## config.mk

```make
export PLATFORM = sky130hd
export DESIGN_NAME = ball_motion_ctrl
export DESIGN_NICKNAME = d
export VERILOG_FILES = /design/src/rtl/ball_pkg.sv /design/src/rtl/frame_tick_gen.sv /design/src/rtl/ball_motion_ctrl.sv
export SDC_FILE = /design/constraint.sdc
export NUM_CORES = 1
export LEC_CHECK = 0
export ABC_AREA = 1
export CAP_MARGIN = 20
export CORE_ASPECT_RATIO = 2
export CORE_MARGIN = 4
export CORE_UTILIZATION = 59
export CTS_CLUSTER_SIZE = 12
export DETAILED_ROUTE_END_ITERATION = 12
export HOLD_SLACK_MARGIN = 0.05
export PLACE_DENSITY = 0.85
export SYNTH_ARGS = -nofsm -noshare
export SYNTH_HDL_FRONTEND = slang
export SYNTH_SLANG_ARGS = --single-unit
```

## constraint.sdc

```tcl
create_clock -name clk -period 5.1 [get_ports clk]
set_input_delay 1.275 -clock clk [delete_from_list [all_inputs] [get_ports clk]]
set_output_delay 1.275 -clock clk [all_outputs]
set_load 0.03 [all_outputs]
```

## src/rtl/ball_pkg.sv

```systemverilog
// Shared types and playfield geometry for the ball motion engine.
// States, coordinate widths and sprite constants used by ball_motion_ctrl.
package ball_pkg;

  typedef enum logic [1:0] {
    S_IDLE = 2'd0,
    S_RUN  = 2'd1,
    S_AIR  = 2'd2,
    S_FAIL = 2'd3
  } state_t;

  localparam int PLAY_W    = 400;
  localparam int SPRITE_W  = 72;
  localparam int SPRITE_CX = 36;

  localparam int X_W      = 10;
  localparam int Y_W      = 16;
  localparam int OFS_W    = 9;
  localparam int VEL_W    = 6;
  localparam int OFS_C_W  = 10;  // signed working width for height arithmetic
  localparam int SPD_W    = 4;

endpackage

```

## src/rtl/frame_tick_gen.sv

```systemverilog
// Frame tick generator: one-cycle pulse every TICK_DIV clocks.
// Counter runs 0..TICK_DIV-1 and tick is high while it sits at TICK_DIV-1.
module frame_tick_gen #(
  parameter int TICK_DIV = 833333
) (
  input  logic clk,
  input  logic clrn,
  output logic tick
);

  localparam int            CW   = (TICK_DIV > 1) ? $clog2(TICK_DIV) : 1;
  localparam logic [CW-1:0] LAST = CW'(TICK_DIV - 1);

  logic [CW-1:0] cnt;

  // NOTE: registers use non-blocking assignments so every flop samples pre-edge values.
  always_ff @(posedge clk) begin
    if (!clrn)             cnt <= '0;
    else if (cnt == LAST)  cnt <= '0;
    else                   cnt <= cnt + 1'b1;
  end

  assign tick = (cnt == LAST);

endmodule

```

## src/rtl/ball_motion_ctrl.sv

```systemverilog
// Ball game-state and physics engine: lateral move, forward scroll, jump arc, ground check.
// Optional build macro SPEEDUP_EN: forward speed grows by one every 1024 map units up to SPEED_MAX.
module ball_motion_ctrl
  import ball_pkg::*;
#(
  parameter int TICK_DIV  = 833333,
  parameter int X_INIT    = (PLAY_W - SPRITE_W) / 2,
  parameter int X_MAX     = PLAY_W - SPRITE_W,
  parameter int X_STEP    = 4,
  parameter int SPEED     = 2,
  parameter int SPEED_MAX = 8,
  parameter int JUMP_V    = 12,
  parameter int GRAVITY   = 1,
  parameter int OFS_MAX   = 300
) (
  input  logic             clk,
  input  logic             clrn,
  input  logic             start,
  input  logic             btn_left,
  input  logic             btn_right,
  input  logic             btn_jump,
  input  logic             tile_solid,
  output logic [X_W-1:0]   query_x,
  output logic [Y_W-1:0]   query_y,
  output logic [X_W-1:0]   x_ball,
  output logic [Y_W-1:0]   y_ball,
  output logic [OFS_W-1:0] y_pixel_offset,
  output logic             fail
);

  // Base speed never exceeds the ceiling.
  localparam int SPEED_BASE = (SPEED < SPEED_MAX) ? SPEED : SPEED_MAX;

  localparam logic [X_W-1:0]            X_RST    = X_W'(X_INIT);
  localparam logic [X_W-1:0]            X_STEP_V = X_W'(X_STEP);
  localparam logic [X_W:0]              X_STEP_W = (X_W+1)'(X_STEP);
  localparam logic [X_W:0]              X_MAX_W  = (X_W+1)'(X_MAX);
  localparam logic signed [VEL_W-1:0]   JUMP_VEL = VEL_W'(JUMP_V);
  localparam logic signed [VEL_W-1:0]   GRAV_VEL = VEL_W'(GRAVITY);
  localparam logic signed [OFS_C_W-1:0] OFS_CAP  = OFS_C_W'(OFS_MAX);
  localparam logic [SPD_W-1:0]          SPD_BASE = SPD_W'(SPEED_BASE);

  state_t                    state_q, state_d;
  logic [X_W-1:0]            x_q, x_d, x_upd;
  logic [Y_W-1:0]            y_q, y_d, y_adv;
  logic [OFS_W-1:0]          ofs_q, ofs_d;
  logic signed [VEL_W-1:0]   vel_q, vel_d;
  logic signed [OFS_C_W-1:0] ofs_ext, vel_ext, ofs_sum;
  logic                      jump_q, jump_latch_q, jump_latch_d, jump_rise;
  logic                      start_q;
  logic [SPD_W-1:0]          speed;
  logic                      tick;

  frame_tick_gen #(.TICK_DIV(TICK_DIV)) u_tick (
    .clk  (clk),
    .clrn (clrn),
    .tick (tick)
  );

  function automatic logic [X_W-1:0] x_next(input logic [X_W-1:0] x,
                                            input logic left, input logic right);
    logic [X_W:0] sum;
    sum    = {1'b0, x} + X_STEP_W;
    x_next = x;
    if (left && !right)      x_next = (x >= X_STEP_V) ? x - X_STEP_V : '0;
    else if (right && !left) x_next = (sum > X_MAX_W) ? X_MAX_W[X_W-1:0] : sum[X_W-1:0];
  endfunction

  assign x_upd     = x_next(x_q, btn_left, btn_right);
  assign y_adv     = y_q + Y_W'(speed);
  assign jump_rise = btn_jump && !jump_q;
  assign ofs_ext   = {1'b0, ofs_q};
  assign vel_ext   = vel_q;
  assign ofs_sum   = ofs_ext + vel_ext;

  // NOTE: every always_comb output gets a default first so no latch is inferred.
  always_comb begin
    state_d      = state_q;
    x_d          = x_q;
    y_d          = y_q;
    ofs_d        = ofs_q;
    vel_d        = vel_q;
    jump_latch_d = jump_latch_q;
    if (state_q == S_RUN && jump_rise) jump_latch_d = 1'b1;
    unique case (state_q)
      S_IDLE: if (start && !start_q) state_d = S_RUN;
      S_RUN: if (tick) begin
        jump_latch_d = 1'b0;
        if (!tile_solid) state_d = S_FAIL;
        else begin
          y_d = y_adv;
          x_d = x_upd;
          if (jump_latch_q || jump_rise) begin
            state_d = S_AIR;
            vel_d   = JUMP_VEL;
          end
        end
      end
      S_AIR: if (tick) begin
        jump_latch_d = 1'b0;
        y_d          = y_adv;
        x_d          = x_upd;
        vel_d        = vel_q - GRAV_VEL;
        if (ofs_sum <= 0) begin
          ofs_d   = '0;
          vel_d   = '0;
          state_d = S_RUN;
        end else if (ofs_sum > OFS_CAP) begin
          ofs_d = OFS_CAP[OFS_W-1:0];
        end else begin
          ofs_d = ofs_sum[OFS_W-1:0];
        end
      end
      S_FAIL: if (start) begin
        state_d = S_IDLE;
        x_d     = X_RST;
        y_d     = '0;
        ofs_d   = '0;
        vel_d   = '0;
      end
      default: state_d = S_IDLE;
    endcase
  end

  always_ff @(posedge clk) begin
    if (!clrn) begin
      state_q      <= S_IDLE;
      x_q          <= X_RST;
      y_q          <= '0;
      ofs_q        <= '0;
      vel_q        <= '0;
      jump_q       <= 1'b0;
      jump_latch_q <= 1'b0;
      start_q      <= 1'b0;
    end else begin
      state_q      <= state_d;
      x_q          <= x_d;
      y_q          <= y_d;
      ofs_q        <= ofs_d;
      vel_q        <= vel_d;
      jump_q       <= btn_jump;
      jump_latch_q <= jump_latch_d;
      start_q      <= start;
    end
  end

`ifdef SPEEDUP_EN
  logic [SPD_W-1:0] speed_d;
  logic [10:0]      y_lo_sum;
  logic             moved, restart;

  // Carry out of y[9:0] marks another 1024 units travelled.
  assign y_lo_sum = {1'b0, y_q[9:0]} + 11'(speed);
  assign moved    = tick && ((state_q == S_RUN && tile_solid) || state_q == S_AIR);
  assign restart  = (state_q == S_FAIL) && start;

  always_comb begin
    speed_d = speed;
    if (restart) speed_d = SPD_BASE;
    else if (moved && y_lo_sum[10] && speed < SPD_W'(SPEED_MAX)) speed_d = speed + 1'b1;
  end

  always_ff @(posedge clk) begin
    if (!clrn) speed <= SPD_BASE;
    else       speed <= speed_d;
  end
`else
  assign speed = SPD_BASE;
`endif

  assign x_ball         = x_q;
  assign y_ball         = y_q;
  assign y_pixel_offset = ofs_q;
  assign query_x        = x_q + X_W'(SPRITE_CX);
  assign query_y        = y_q;
  assign fail           = (state_q == S_FAIL);

endmodule

```

==> results of run 1 <==
-- layout make-up --
class | instances | area, sq um
Multi-Input combinational cell | 484 | 2650
Fill cell | 618 | 2060
Sequential cell | 63 | 1260
Timing Repair Buffer | 62 | 621
Inverter | 92 | 348
Clock buffer | 10 | 229
Tap cell | 92 | 115
Clock inverter | 6 | 37.5
-- state kept, by name (all words and copies together), names as in the netlist --
name	flops
u_tick.cnt	20
query_y	15
y_pixel_offset	9
x_ball	8
vel_q	6
state_q	2
jump_latch_q	1
jump_q	1
start_q	1
-- worst register-to-register path: stages, from the launching register on --
cell	delay (ns)
dfxtp_1	0.37
ha_1	0.23
inv_1	0.07
fa_1	0.47
inv_1	0.04
or2_2	0.27
nor2_1	0.11
nand3_1	0.08
nor2_1	0.11
nand3_1	0.13
nand3_2	0.14
inv_2	0.06
o21ai_2	0.20
nor2_1	0.07
-- power by group --
group | leakage [nW] | internal [mW] | switching, mW | total [mW]
registers | 0.511 | 0.535 | 0.0624 | 0.597
clock network | 0.124 | 0.325 | 0.218 | 0.543
logic | 1.57 | 0.277 | 0.505 | 0.782
total | 2.20 | 1.14 | 0.785 | 1.92
-- layer usage --
layer	GRT usage [%]	vias up	routed length [um]
met3	4.44	30	379
met4	12.2	0	306
met2	48.7	117	5960
met1	24.0	1992	4080
met5	0	-	0
li1	-	2218	-
-- cell families (layout without fill, tap and decap cells) --
group | count (synthesis) | in the layout
simple gates | 343 | 343
buf+inv | 125 | 170
compound gates | 86 | 86
flops | 63 | 63
xor+xnor | 27 | 27
fa+ha+maj | 22 | 22
other cells | 1 | 6
-- worst max-delay path by stage --
stage | cells after the start | end | slack, ns | from
2_1_floorplan | 5 | query_x[8] | 2.31 | x_ball[2]
3_3_place_gp | 6 | u_tick.cnt[10] | 1.61 | clrn
3_5_place_dp | 6 | u_tick.cnt[10] | 1.53 | clrn
4_1_cts | 5 | query_x[9] | 1.73 | x_ball[6]
5_1_grt | 6 | u_tick.cnt[10] | 1.53 | clrn
6_report | 5 | query_x[9] | 1.73 | x_ball[6]
-- through the flow --
step                setup WS [ns]  area (sq um)  hold slack, ns
finish                       1.73          5260           0.451
global route                 1.53          5260           0.469
CTS                          1.73          5260           0.455
detailed placement           1.53          5000           0.442
global placement             1.61          5000           0.432
floorplan                    2.31          4480           0.417
-- cells in the final DEF (no fill, tap or decap), types with 4 or more instances in the layout --
master / instances
o21ai_1: 9
dfxtp_1: 63
a31oi_1: 5
conb_1: 6
nand4_1: 15
nor3_4: 4
nand3_1: 41
inv_1: 78
or2_2: 4
inv_2: 13
clkdlybuf4s50_1: 62
clkbuf_16: 9
nor3_1: 19
ha_1: 21
nand2_1: 154
xnor2_1: 4
nand2_2: 7
nor2_2: 6
nor2_1: 66
a21oi_1: 47
xor2_1: 23
nand3_2: 4
nor3_2: 7
nor4_1: 5
o21ai_0: 17
==> summary.md, run 1 <==
| Metric | Value |
|---|---|
| Worst hold start | `u_tick.cnt[0]` |
| Seq/Total Area, Yosys | `28.3%` |
| Outcome | `complete, no violations` |
| Placed Cells | `793` |
| Die area | `9100 sq um` |
| Final count of pins violating max slew | `0` |
| CP top delay family | `buffers and inverters` |
| Global placement routability congestion | `0.918` |
| Fraction of registers with async set/reset | `0%` |
| Drt wl/cell | `13.3 um` |
| Pwr Total | `1.92 mW` |
| Reg2Reg Capture Point | `vel_q[5]` |
| Mux share of post-synthesis cell area | `0%` |
| Die W | `69.5 um` |
| Clk slew on worst S/H paths | `0.05 ns` |
| Crit-path cells | `nand2_2 -> inv_2 -> nand3_1 -> xor2_1 -> clkdlybuf4s50_1` |
| Clk buf depth | `2` |
| Warnings from Yosys | `0` |
| First-pass GRT wire length | `18.4 mm` |
| Hold buffer count at cts | `0` |
| Die height | `131 um` |
| Post-synth top cells | `154 x nand2_1, 78 x inv_1, 66 x nor2_1` |
| CP Data Required Time | `3.83 ns` |
| Buf/Inv on CP | `2` |
| CTS tree | `built` |
| Post-CTS Setup Repair Bufs | `0` |
| Fmax | `0.296 GHz` |
| Maximum number of pins on one net before global-route repair | `25` |
| Post-synth cell types | `42` |
| Max_slew headroom | `50.7%` |
| CP Class | `reg2out` |
| Post-synth top area share | `28.3%` |
| Reg2reg path depth | `13` |
| CP max-delay cell | `clkdlybuf4s50_1` |
| P per Cell Area | `365 nW/um^2` |
| Layout area overhead | `18.0%` |
| EDFF count, synth | `0` |
| Max Cap Viol | `0` |
| CP Data Arrival Time | `2.10 ns` |
| Fin. Hold Viols | `0` |
| Synth area leader | `dfxtp_1` |
| Synth Area in Adders | `6.34%` |
| Worst Tran Pin Value | `0.739 ns` |
| Yosys reg bits | `63` |
| Nets | `741` |
| Root buffer cell | `clkbuf_16` |
| 1st-pass router iterations | `5` |
| Number of global-route vias before repair | `4222` |
| Setup_tns | `0 ns` |
| CTS-repair resized insts | `0` |
| Combinational family with the most area after synthesis | `simple AND/OR/NAND/NOR gates` |
| Finish-stage setup viols | `0` |
| Total gr overflow | `0` |
| Vias | `4357` |
| Mapped Cells | `667` |
| Final core utilization | `71.9%` |
| Antenna violations before repair | `0` |
| Setup crit start kind | `register` |
| Non-Filler Instances | `809` |
| Initial DRC Count | `319` |
| Worst Hold Class | `reg2reg` |
| Initial Util | `60.9%` |
| Leak | `2.20 nW` |
| Ant. Diodes | `0` |
| CORE AREA | `7320 sq um` |
| Hold path depth | `1` |
| Syn_area_per_cell | `6.69 sq um` |
| Endpoint type of the worst setup path | `primary output` |
| HPWL Detailed | `8.39 mm` |
| # rows | `44` |
| Final Cycle Share | `66.1%` |
| Layout cells sized above 1 | `9.48%` |
| I/O pins | `69` |
| Tmin final | `3.37 ns` |
| Synth Area in Compound Gates | `10.4%` |
| Hold endpoint | `u_tick.cnt[0]` |
| Synth Area in Simple Gates | `36.9%` |
| Drt drc | `0` |
| Sinks on the clock net | `63` |
| Via density | `5.39` |
| Synth Area in XOR/XNOR | `5.30%` |
| Most numerous cell in the Yosys netlist | `nand2_1` |
| Clock Latency Late Sink | `0.33 ns` |
| Most area-consuming cells after synthesis | `dfxtp_1 28%, nand2_1 13%, inv_1 6.6%` |
| Unrepaired setup endpoints after global routing | `false` |
| Reg2reg start | `y_pixel_offset[0]` |
| Synth Flop Type | `dfxtp_1` |
| R2R setup slack | `2.65 ns` |
| IO Port Bufs | `62` |
| CTS Buf Count | `9` |
| Worst IR Drop VDD | `0.000315 V` |
| Gr usage total | `24.6%` |
| Post-Syn Area | `4460 sq um` |
| Slowest stage delay, CP | `0.68 ns` |
| Htree depth | `3` |
| Detailed Route WL | `10.7 mm` |
| ANT nets after route | `0` |
| Worst Skew | `0.00536 ns` |
| CP Max Fanout | `11` |
(Power assumes the default switching activity.)
==> run 2: changes to the inputs <==
--- a/config.mk
+++ b/config.mk
@@ -9,11 +9,11 @@
 export CAP_MARGIN = 20
 export CORE_ASPECT_RATIO = 2
 export CORE_MARGIN = 4
-export CORE_UTILIZATION = 59
+export CORE_UTILIZATION = 50
 export CTS_CLUSTER_SIZE = 12
 export DETAILED_ROUTE_END_ITERATION = 12
 export HOLD_SLACK_MARGIN = 0.05
-export PLACE_DENSITY = 0.85
+export PLACE_DENSITY = 0.77
 export SYNTH_ARGS = -nofsm -noshare
 export SYNTH_HDL_FRONTEND = slang
 export SYNTH_SLANG_ARGS = --single-unit
==> constraint.sdc (replaced) <==
create_clock -name clk -period 3 [get_ports clk]
set_input_delay 0.75 -clock clk [delete_from_list [all_inputs] [get_ports clk]]
set_output_delay 0.75 -clock clk [all_outputs]
set_load 0.03 [all_outputs]
==> summary.md, run 2 (synthesized netlist as in run 1, its figures left out) <==
| Metric | Value |
|---|---|
| Detailed Route WL | `11.2 mm (+4.1%)` |
| Initial Util | `51.6% (-9.3 points)` |
| Antenna violations before repair | `0 (unchanged)` |
| CP dominant cell by count | `nand2_1` |
| I/O pins | `69 (unchanged)` |
| Fmax | `0.354 GHz` |
| Final count of pins violating max slew | `0 (unchanged)` |
| Fin. Hold Viols | `0 (unchanged)` |
| Leak | `2.26 nW (+2.5%)` |
| # rows | `48 (+9.1%)` |
| Clk buf depth | `2 (unchanged)` |
| # fillers | `796 (+29%)` |
| Total gr overflow | `0 (unchanged)` |
| Unrepaired setup endpoints after global routing | `false` |
| Worst Hold Class | `reg2reg` |
| Worst IR Drop VDD | `0.000415 V (+32%)` |
| CP top delay family | `buffers and inverters` |
| CTS Buf Count | `9 (unchanged)` |
| Max_slew headroom | `53.2% (+2.5 points)` |
| 1st-pass router iterations | `7 (+2)` |
| P per Cell Area | `637 nW/um^2 (+74%)` |
| Crit-path cells | `ha_1 -> nand2_1 -> nand2_1 -> nand2_1 -> xor2_1 -> clkdlybuf4s50_1` |
| Post-CTS Setup Repair Bufs | `0 (unchanged)` |
| Number of global-route vias before repair | `4249 (+0.64%)` |
| Most flop-heavy register | `u_tick.cnt` |
| Final core utilization | `61.9% (-10 points)` |
| Finish-stage setup viols | `0 (unchanged)` |
| Die W | `74.8 um (+7.6%)` |
| Commonest cells after routing, fill and taps aside | `154 x nand2_1, 78 x inv_1, 66 x nor2_1` |
| Ant. Diodes | `0 (unchanged)` |
| CP max-delay cell | `clkdlybuf4s50_1` |
| Setup crit start kind | `register` |
| Most common cell after layout, fill and taps aside | `nand2_1` |
| Global placement routability congestion | `0.896 (-2.4%)` |
| CTS-repair resized insts | `0 (unchanged)` |
| Tmin final | `2.82 ns` |
| Max reg flops | `20 (unchanged)` |
| Setup_tns | `0 ns (unchanged)` |
| CP Max Fanout | `6 (-5)` |
| IO Port Bufs | `62 (unchanged)` |
| Outcome | `complete, no violations` |
| Die height | `142 um (+8.1%)` |
| Drt drc | `0 (unchanged)` |
| Clock Latency Late Sink | `0.33 ns (about the same)` |
| CTS tree | `built` |
| CP Data Required Time | `2.25 ns (-1.58 ns)` |
| Slowest stage delay, CP | `0.68 ns (about the same)` |
| Endpoint type of the worst setup path | `primary output` |
| CP Class | `reg2out` |
| CP Data Arrival Time | `2.07 ns (-0.03 ns)` |
| Gr usage total | `22.2% (-2.4 points)` |
| Worst Skew | `0.00652 ns (+0.00115 ns)` |
| Root buffer cell | `clkbuf_16` |
| Clk slew on worst S/H paths | `0.06 ns (about the same)` |
| Die area | `10600 sq um (+16%)` |
| Vias | `4432 (+1.7%)` |
| Sinks on the clock net | `63 (unchanged)` |
| Buf/Inv on CP | `1 (-1)` |
| Setup ws final | `0.179 ns (-1.55 ns)` |
| Hold slack | `0.452 ns (+0.00156 ns)` |
| Hold buffer count at cts | `0 (unchanged)` |
| Initial DRC Count | `216 (-32%)` |
| Layout area overhead | `20.0%` |
| Pwr Total | `3.41 mW (+77%)` |
| Dpl ws | `0.401 ns (-1.13 ns)` |
| HPWL Detailed | `8.69 mm (+3.6%)` |
| CORE AREA | `8650 sq um (+18%)` |
| ANT nets after route | `0 (unchanged)` |
| Via density | `5.39 (about the same)` |
| Maximum number of pins on one net before global-route repair | `24 (-4.0%)` |
| Final Cycle Share | `94.0%` |
| First-pass GRT wire length | `18.6 mm (+1.3%)` |
| Nets | `747 (+0.81%)` |
| Htree depth | `3 (unchanged)` |
| Worst Tran Pin Value | `0.697 ns (-0.0424 ns)` |
| Drt wl/cell | `13.6 um (+2.3%)` |
| Max Cap Viol | `0 (unchanged)` |
| Layout cells sized above 1 | `10.2% (+0.75 points)` |
## run 2: cell types whose count changed in the layout (fill, tap and decap cells not counted)
cell,delta
bufinv_16,+1
clkinv_2,-1
clkinvlp_4,-3
clkbuf_8,+1
clkinv_4,+2
buf_4,+6
## run 2: worst reg2reg max path, cell delays in order (launching register included)
cell	delay (ns)
dfxtp_1	0.38
ha_1	0.23
inv_1	0.07
fa_1	0.49
inv_1	0.05
or2_2	0.31
nor2_1	0.11
nand3_1	0.08
nor2_1	0.09
nand3_1	0.12
nand3_2	0.13
inv_2	0.06
o21ai_2	0.19
nor2_1	0.06
## run 2: final cells by class
class,instances,area (sq um),area share (%)
Tap cell,100,125,2.34
Timing Repair Buffer,68,666,12.4
Clock buffer,11,243,4.54
Multi-Input combinational cell,484,2650,49.5
Inverter,92,348,6.50
Clock inverter,5,57.6,1.08
Sequential cell,63,1260,23.6
## run 2: through the flow
step | cells | instance area, sq um
detailed placement | 807 | 5050
floorplan | 672 | 4480
finish | 823 | 5350
CTS | 823 | 5350
global placement | 807 | 5050
global route | 823 | 5350
## run 2: final timing paths
kind                            slack (ns)  depth (start not counted)          start            end
worst max-delay path                  0.18                          6      x_ball[3]     query_x[8]
worst min-delay path                  0.45                          1  u_tick.cnt[0]  u_tick.cnt[0]
worst max register to register        0.52                         13       vel_q[0]       vel_q[1]
worst min register to register        0.45                          1  u_tick.cnt[0]  u_tick.cnt[0]
## run 2: layer usage
| metal | vias up | routed length (um) | global-route usage, % |
|---|---|---|---|
| met5 | - | 0 | 0 |
| met4 | 0 | 443 | 11.6 |
| met3 | 35 | 415 | 4.04 |
| met2 | 114 | 6190 | 41.6 |
| met1 | 2053 | 4120 | 22.0 |
| li1 | 2230 | - | - |
## run 2: where the power goes
group	leakage (nW)	switching [mW]	total, mW	internal (mW)
Combinational	1.60	0.875	1.35	0.479
Clock	0.149	0.378	1.04	0.665
Sequential	0.511	0.102	1.01	0.909
==> run 3: changes to the inputs <==
--- a/config.mk
+++ b/config.mk
@@ -10,10 +10,12 @@
 export CORE_ASPECT_RATIO = 2
 export CORE_MARGIN = 4
 export CORE_UTILIZATION = 50
+export CTS_CLUSTER_DIAMETER = 150
 export CTS_CLUSTER_SIZE = 12
 export DETAILED_ROUTE_END_ITERATION = 12
 export HOLD_SLACK_MARGIN = 0.05
 export PLACE_DENSITY = 0.77
+export SKIP_CTS_REPAIR_TIMING = 1
 export SYNTH_ARGS = -nofsm -noshare
 export SYNTH_HDL_FRONTEND = slang
 export SYNTH_SLANG_ARGS = --single-unit
==> results of run 3 <==
Final layout, timing and power as in run 2 (identical DEF).
